**config.mk**
```make
export PLATFORM = sky130hd
export DESIGN_NAME = thresh_queue
export DESIGN_NICKNAME = d
export VERILOG_FILES = /design/src/rtl/thresh_queue.sv
export SDC_FILE = /design/constraint.sdc
export NUM_CORES = 1
export LEC_CHECK = 0
export ABC_AREA = 1
export BUFFER_PORTS_ARGS = -buffer_cell sky130_fd_sc_hd__buf_2
export CAP_MARGIN = 20
export CORE_MARGIN = 1.5
export CORE_UTILIZATION = 55
export CTS_BUF_LIST = sky130_fd_sc_hd__clkbuf_4 sky130_fd_sc_hd__clkbuf_8
export DETAILED_ROUTE_END_ITERATION = 12
export PLACE_DENSITY = 0.81
export SETUP_SLACK_MARGIN = 0.2
export SYNTH_ARGS = -nofsm -noshare
export SYNTH_HDL_FRONTEND = slang
export SYNTH_SLANG_ARGS = --single-unit
```
**constraint.sdc**
```tcl
create_clock -name sclk -period 6.8 [get_ports sclk]
set_input_delay 0.68 -clock sclk [delete_from_list [all_inputs] [get_ports sclk]]
set_output_delay 0.68 -clock sclk [all_outputs]
set_load 0.05 [all_outputs]
```
**src/rtl/thresh_queue.sv**
```systemverilog
// thresh_queue -- synchronous FIFO with registered threshold flags and sticky
// overflow/underflow error flags.
//
// Build option: define THRESH_QUEUE_FWFT_EN for first-word-fall-through mode.
// In that mode data_out always shows the head entry and data_valid == !empty.
// Without it (default), a pop loads data_out at the edge and data_valid
// pulses for the following cycle only.
module thresh_queue #(
  parameter int DATA_WIDTH    = 64,
  parameter int ADDRESS_WIDTH = 3,
  parameter int AF_THRESH     = (2 ** ADDRESS_WIDTH) - 2,
  parameter int AE_THRESH     = 1
) (
  input  logic                   sclk,
  input  logic                   reset,
  input  logic                   write_en,
  input  logic [DATA_WIDTH-1:0]  data_in,
  input  logic                   read_en,
  input  logic                   clear_err,
  output logic [DATA_WIDTH-1:0]  data_out,
  output logic                   data_valid,
  output logic                   full,
  output logic                   empty,
  output logic                   almost_full,
  output logic                   almost_empty,
  output logic [ADDRESS_WIDTH:0] count,
  output logic                   overflow,
  output logic                   underflow
);

  localparam int DEPTH = 2 ** ADDRESS_WIDTH;
  localparam int CW    = ADDRESS_WIDTH + 1;

  localparam logic [CW-1:0]            DEPTH_C = CW'(DEPTH);
  localparam logic [CW-1:0]            AF_C    = CW'(AF_THRESH);
  localparam logic [CW-1:0]            AE_C    = CW'(AE_THRESH);
  localparam logic [CW-1:0]            CNT_ONE = CW'(1);
  localparam logic [ADDRESS_WIDTH-1:0] PTR_ONE = ADDRESS_WIDTH'(1);

  // Flag values with an empty queue; almost_full is only set at count 0
  // when the threshold itself is 0 or below.
  localparam logic AF_AT_ZERO = (AF_THRESH <= 0);
  localparam logic AE_AT_ZERO = (AE_THRESH >= 0);

  // Storage; inferred as block RAM (no reset, registered read).
  logic [DATA_WIDTH-1:0] mem [DEPTH];

  logic [ADDRESS_WIDTH-1:0] wr_ptr_reg, wr_ptr_next;
  logic [ADDRESS_WIDTH-1:0] rd_ptr_reg, rd_ptr_next;
  logic [CW-1:0]            count_reg, count_next;
  logic                     full_reg, empty_reg;
  logic                     almost_full_reg, almost_empty_reg;
  logic                     overflow_reg, overflow_next;
  logic                     underflow_reg, underflow_next;
  logic [DATA_WIDTH-1:0]    data_out_reg;
  logic                     data_valid_reg;

  logic push_ok;
  logic pop_ok;

  // Acceptance: a pop frees a slot, so a full queue can take a push in the
  // same cycle; a push into an empty queue cannot be popped in that cycle.
  assign pop_ok  = read_en & ~empty_reg;
  assign push_ok = write_en & (~full_reg | pop_ok);

  // Next-state for pointers, occupancy and sticky error flags.
  always_comb begin
    wr_ptr_next    = wr_ptr_reg;
    rd_ptr_next    = rd_ptr_reg;
    count_next     = count_reg;
    overflow_next  = overflow_reg & ~clear_err;
    underflow_next = underflow_reg & ~clear_err;

    if (push_ok) begin
      wr_ptr_next = wr_ptr_reg + PTR_ONE;
    end
    if (pop_ok) begin
      rd_ptr_next = rd_ptr_reg + PTR_ONE;
    end

    case ({push_ok, pop_ok})
      2'b10:   count_next = count_reg + CNT_ONE;
      2'b01:   count_next = count_reg - CNT_ONE;
      default: count_next = count_reg;
    endcase

    // A fresh error in the clearing cycle keeps the flag set.
    if (write_en && !push_ok) begin
      overflow_next = 1'b1;
    end
    if (read_en && !pop_ok) begin
      underflow_next = 1'b1;
    end
  end

  // Pointer, count, status and error flag registers; flags track count_next
  // so they are always consistent with the registered count.
  always_ff @(posedge sclk) begin
    if (reset) begin
      wr_ptr_reg       <= '0;
      rd_ptr_reg       <= '0;
      count_reg        <= '0;
      full_reg         <= 1'b0;
      empty_reg        <= 1'b1;
      almost_full_reg  <= AF_AT_ZERO;
      almost_empty_reg <= AE_AT_ZERO;
      overflow_reg     <= 1'b0;
      underflow_reg    <= 1'b0;
    end else begin
      wr_ptr_reg       <= wr_ptr_next;
      rd_ptr_reg       <= rd_ptr_next;
      count_reg        <= count_next;
      full_reg         <= (count_next == DEPTH_C);
      empty_reg        <= (count_next == '0);
      almost_full_reg  <= (count_next >= AF_C);
      almost_empty_reg <= (count_next <= AE_C);
      overflow_reg     <= overflow_next;
      underflow_reg    <= underflow_next;
    end
  end

  // Storage write port; reset blocks the write so a push in the reset cycle
  // has no effect, but stored contents are never cleared.
  always_ff @(posedge sclk) begin
    if (!reset && push_ok) begin
      mem[wr_ptr_reg] <= data_in;
    end
  end

`ifdef THRESH_QUEUE_FWFT_EN
  logic load_from_in;
  logic load_from_mem;

  // The head register takes data_in when the pushed word becomes the new
  // head (queue empty, or last entry popped alongside a push); otherwise a
  // pop with more entries behind it fetches the next stored word.
  assign load_from_in  = push_ok & (empty_reg | (pop_ok & (count_reg == CNT_ONE)));
  assign load_from_mem = pop_ok & (count_reg > CNT_ONE);

  // Head-of-queue output register for first-word-fall-through.
  always_ff @(posedge sclk) begin
    if (reset) begin
      data_out_reg   <= '0;
      data_valid_reg <= 1'b0;
    end else begin
      data_valid_reg <= (count_next != '0);
      if (load_from_in) begin
        data_out_reg <= data_in;
      end else if (load_from_mem) begin
        data_out_reg <= mem[rd_ptr_next];
      end
    end
  end
`else
  // Registered read: a pop loads the head entry and flags it valid for one
  // cycle; data_out holds its last value otherwise.
  always_ff @(posedge sclk) begin
    if (reset) begin
      data_out_reg   <= '0;
      data_valid_reg <= 1'b0;
    end else begin
      data_valid_reg <= pop_ok;
      if (pop_ok) begin
        data_out_reg <= mem[rd_ptr_reg];
      end
    end
  end
`endif

  assign data_out     = data_out_reg;
  assign data_valid   = data_valid_reg;
  assign full         = full_reg;
  assign empty        = empty_reg;
  assign almost_full  = almost_full_reg;
  assign almost_empty = almost_empty_reg;
  assign count        = count_reg;
  assign overflow     = overflow_reg;
  assign underflow    = underflow_reg;

endmodule

```
==> impl_metrics.csv <==
group,metric,value,unit
run_status,outcome,"finished, final reports clean",
timing,rsz0062_at_grt,"no",
cells_and_area,final_cell_mix,"edfxtp_1, nor2_1, o21ai_0",
logic_synthesis,ys_seq_area_share,74.9,%
logic_synthesis,syn_nets,1857,
power_and_ir_drop,p_total,9.03,mW
global_routing,grt_max_degree,181,
timing,clock_skew,0.0304,ns
placement,io_buffers,143,
power_and_ir_drop,p_per_area,354,nW/um^2
clocking,cts_buffers,90,
floorplanning,die_w,206,um
timing,fmax,0.309,GHz
clocking,insertion_delay,0.65,ns
worst_setup_path,crit_fanout,180,
routing,vias,14501,
logic_synthesis,avgSynthCellArea,12.7,sq um
hold_path,worstHoldPathType,"input pin to flop",
timing,finalSetupViolCount,0,
placement,hpwl,24900,um
logic_synthesis,synth_compound_area_share,13.0,%
clocking,cts_htree_levels,3,
cells_and_area,fill_cells,2927,
floorplanning,ios,144,
worst_setup_path,startpoint_type,"flop",
timing,setup_tns,0,ns
worst_setup_path,crit_path_end_kind,"flop",
global_routing,grt_pass1_wl,75100,um
worst_setup_path,crit_type,"flop to flop",
timing,relSlewSlack,24.5,%
routing,drt-wirelength-per-cell,19.2,um
cells_and_area,final_cells,2525,
logic_synthesis,synth_area_leaders,"edfxtp_1, dfxtp_1, nor2_1",
timing,slew_violations,0,
global_routing,antenna_found_initial,9,
cells_and_area,largest_reg_flops,512,
timing,min_period_over_period,47.6,%
worst_setup_path,critPathArrivalTime,3.79,ns
clocking,cts_sinks,593,
power_and_ir_drop,p_leak,8.81,nW
cells_and_area,final_common_cell,"edfxtp_1",
logic_synthesis,synthCells,1783,
logic_synthesis,yosys.area.top_type,"edfxtp_1",
logic_synthesis,synth_top_family_by_area,"compound AO/OA/AOI/OAI gates",
global_routing,grt_use_total,22.9,%
logic_synthesis,yosysTopAreaCellShare,67.8,%
clocking,clk_path_buf_depth,3,
clocking,clkTransAtPathRegs,0.07,ns
worst_setup_path,required,7.35,ns
logic_synthesis,synth_fa_ha_area_share,0.276,%
routing,first_pass_iters,5,
timing,worst_pin_slew,1.13,ns
logic_synthesis,ys_ff_latch,593,
routing,drc_errors,0,
routing,via_per_inst,5.74,
placement,pre_cts_slack,2.96,ns
timing,hold_violations,0,
cells_and_area,nNetsFinal,1989,
clocking,ctsResizeCount,0,
routing,routed_wirelength,48400,um
routing,dr.first_iter.drc_count,1392,
global_routing,grt_pass1_vias,14389,
cells_and_area,area_delta_synth_final,12.4,%
floorplanning,initial_utilization,55.7,%
timing,post-route-min-period,3.23,ns
floorplanning,fp-row-count,74,
floorplanning,dieArea,42500,sq um
logic_synthesis,ys_types,25,
global_routing,overflow,0,
clocking,cts_hold_buf,0,
logic_synthesis,synth_area,22700,sq um
logic_synthesis,synthSimpleGateAreaFrac,8.59,%
floorplanning,fp.coreArea,40700,sq um
placement,gp_congestion,0.754,
worst_setup_path,rrSetupSlack,3.57,ns
routing,drtAntennaViolNets,0,
logic_synthesis,yosys_warnings,0,
clocking,cts_tree,"done",
timing,worst_slack,3.57,ns
logic_synthesis,synth_mux_area_share,0,%
job,drv_cap,0,
power_and_ir_drop,ir_drop,0.167,mV
clocking,root_buffer,"clkbuf_8",
logic_synthesis,synthXorXnorAreaFrac,0.0772,%
placement,place_inst,2354,
cells_and_area,drive_above_1_share,16.6,%
floorplanning,die_h,206,um
clocking,post_cts_buffers,0,
cell families after synthesis:
family          after synthesis
compound gates              526
fa+ha+maj                     5
simple gates                513
flops                       593
buf+inv                     144
xor+xnor                      2
area by class of cell:
type / instances / area [sq um] / share of cell area (%)
flip-flops and latches: 593 / 17000 / 66.7
multi-input cells: 1046 / 5030 / 19.7
repair buffers: 162 / 878 / 3.44
clock inverters: 28 / 183 / 0.716
well taps: 532 / 666 / 2.61
inverters: 22 / 92.6 / 0.363
clock buffers: 136 / 1630 / 6.38
diodes: 6 / 15.0 / 0.0589
path summary, 6_finish.rpt:
path	depth (start not counted)	from	end
setup reg to reg	8	rd_ptr_reg[0]$_SDFFE_PP0P_	data_out[46]$_SDFFE_PP0P_
hold reg to reg	2	underflow$_SDFF_PP0_	underflow$_SDFF_PP0_
setup / recovery	8	rd_ptr_reg[0]$_SDFFE_PP0P_	data_out[46]$_SDFFE_PP0P_
hold / removal	1	data_in[31]	mem[2][31]$_DFFE_PP_
routing by layer:
layer / GRT usage (%) / wire length, um
met5: 0 / 41
met4: 10.8 / 1210
met2: 36.7 / 23400
met3: 4.79 / 3420
met1: 30.1 / 20300
worst max-delay path: stages, from the launching register on:
cell and delay (ns):
dfxtp_4 0.58, inv_8 0.79, buf_4 0.81, nor2_1 0.08
nor2_1 0.19, o21ai_1 0.13, o211ai_1 0.12, nand2_1 0.12
a21oi_1 0.17
power breakdown:
part	internal (mW)	switching (mW)
Clock	1.60	1.30
Combinational	0.473	1.33
Sequential	4.16	0.164
through the flow:
step                cell area [sq um]  hold slack, ns  util, %
floorplan                       22700           0.492        -
global placement                23600           0.448     58.0
detailed placement              23600           0.466     58.0
CTS                             25500           0.252     62.5
global route                    25500           0.285     62.6
finish                          25500           0.299     62.6
synthesized netlist by cell type:
library cell / n
a21oi_1: 71
buf_1: 11
buf_2: 28
buf_4: 8
buf_6: 11
clkbuf_1: 54
clkbuf_2: 10
dfxtp_1: 81
edfxtp_1: 512
ha_1: 5
inv_1: 20
inv_2: 1
inv_4: 1
nand2_1: 98
nand3_1: 8
nand4_1: 1
nor2_1: 399
nor3_1: 5
o211ai_1: 128
o21ai_0: 237
o21ai_1: 90
or2_1: 1
or2_2: 1
xnor2_1: 1
xor2_1: 1
(Power assumes the default switching activity.)
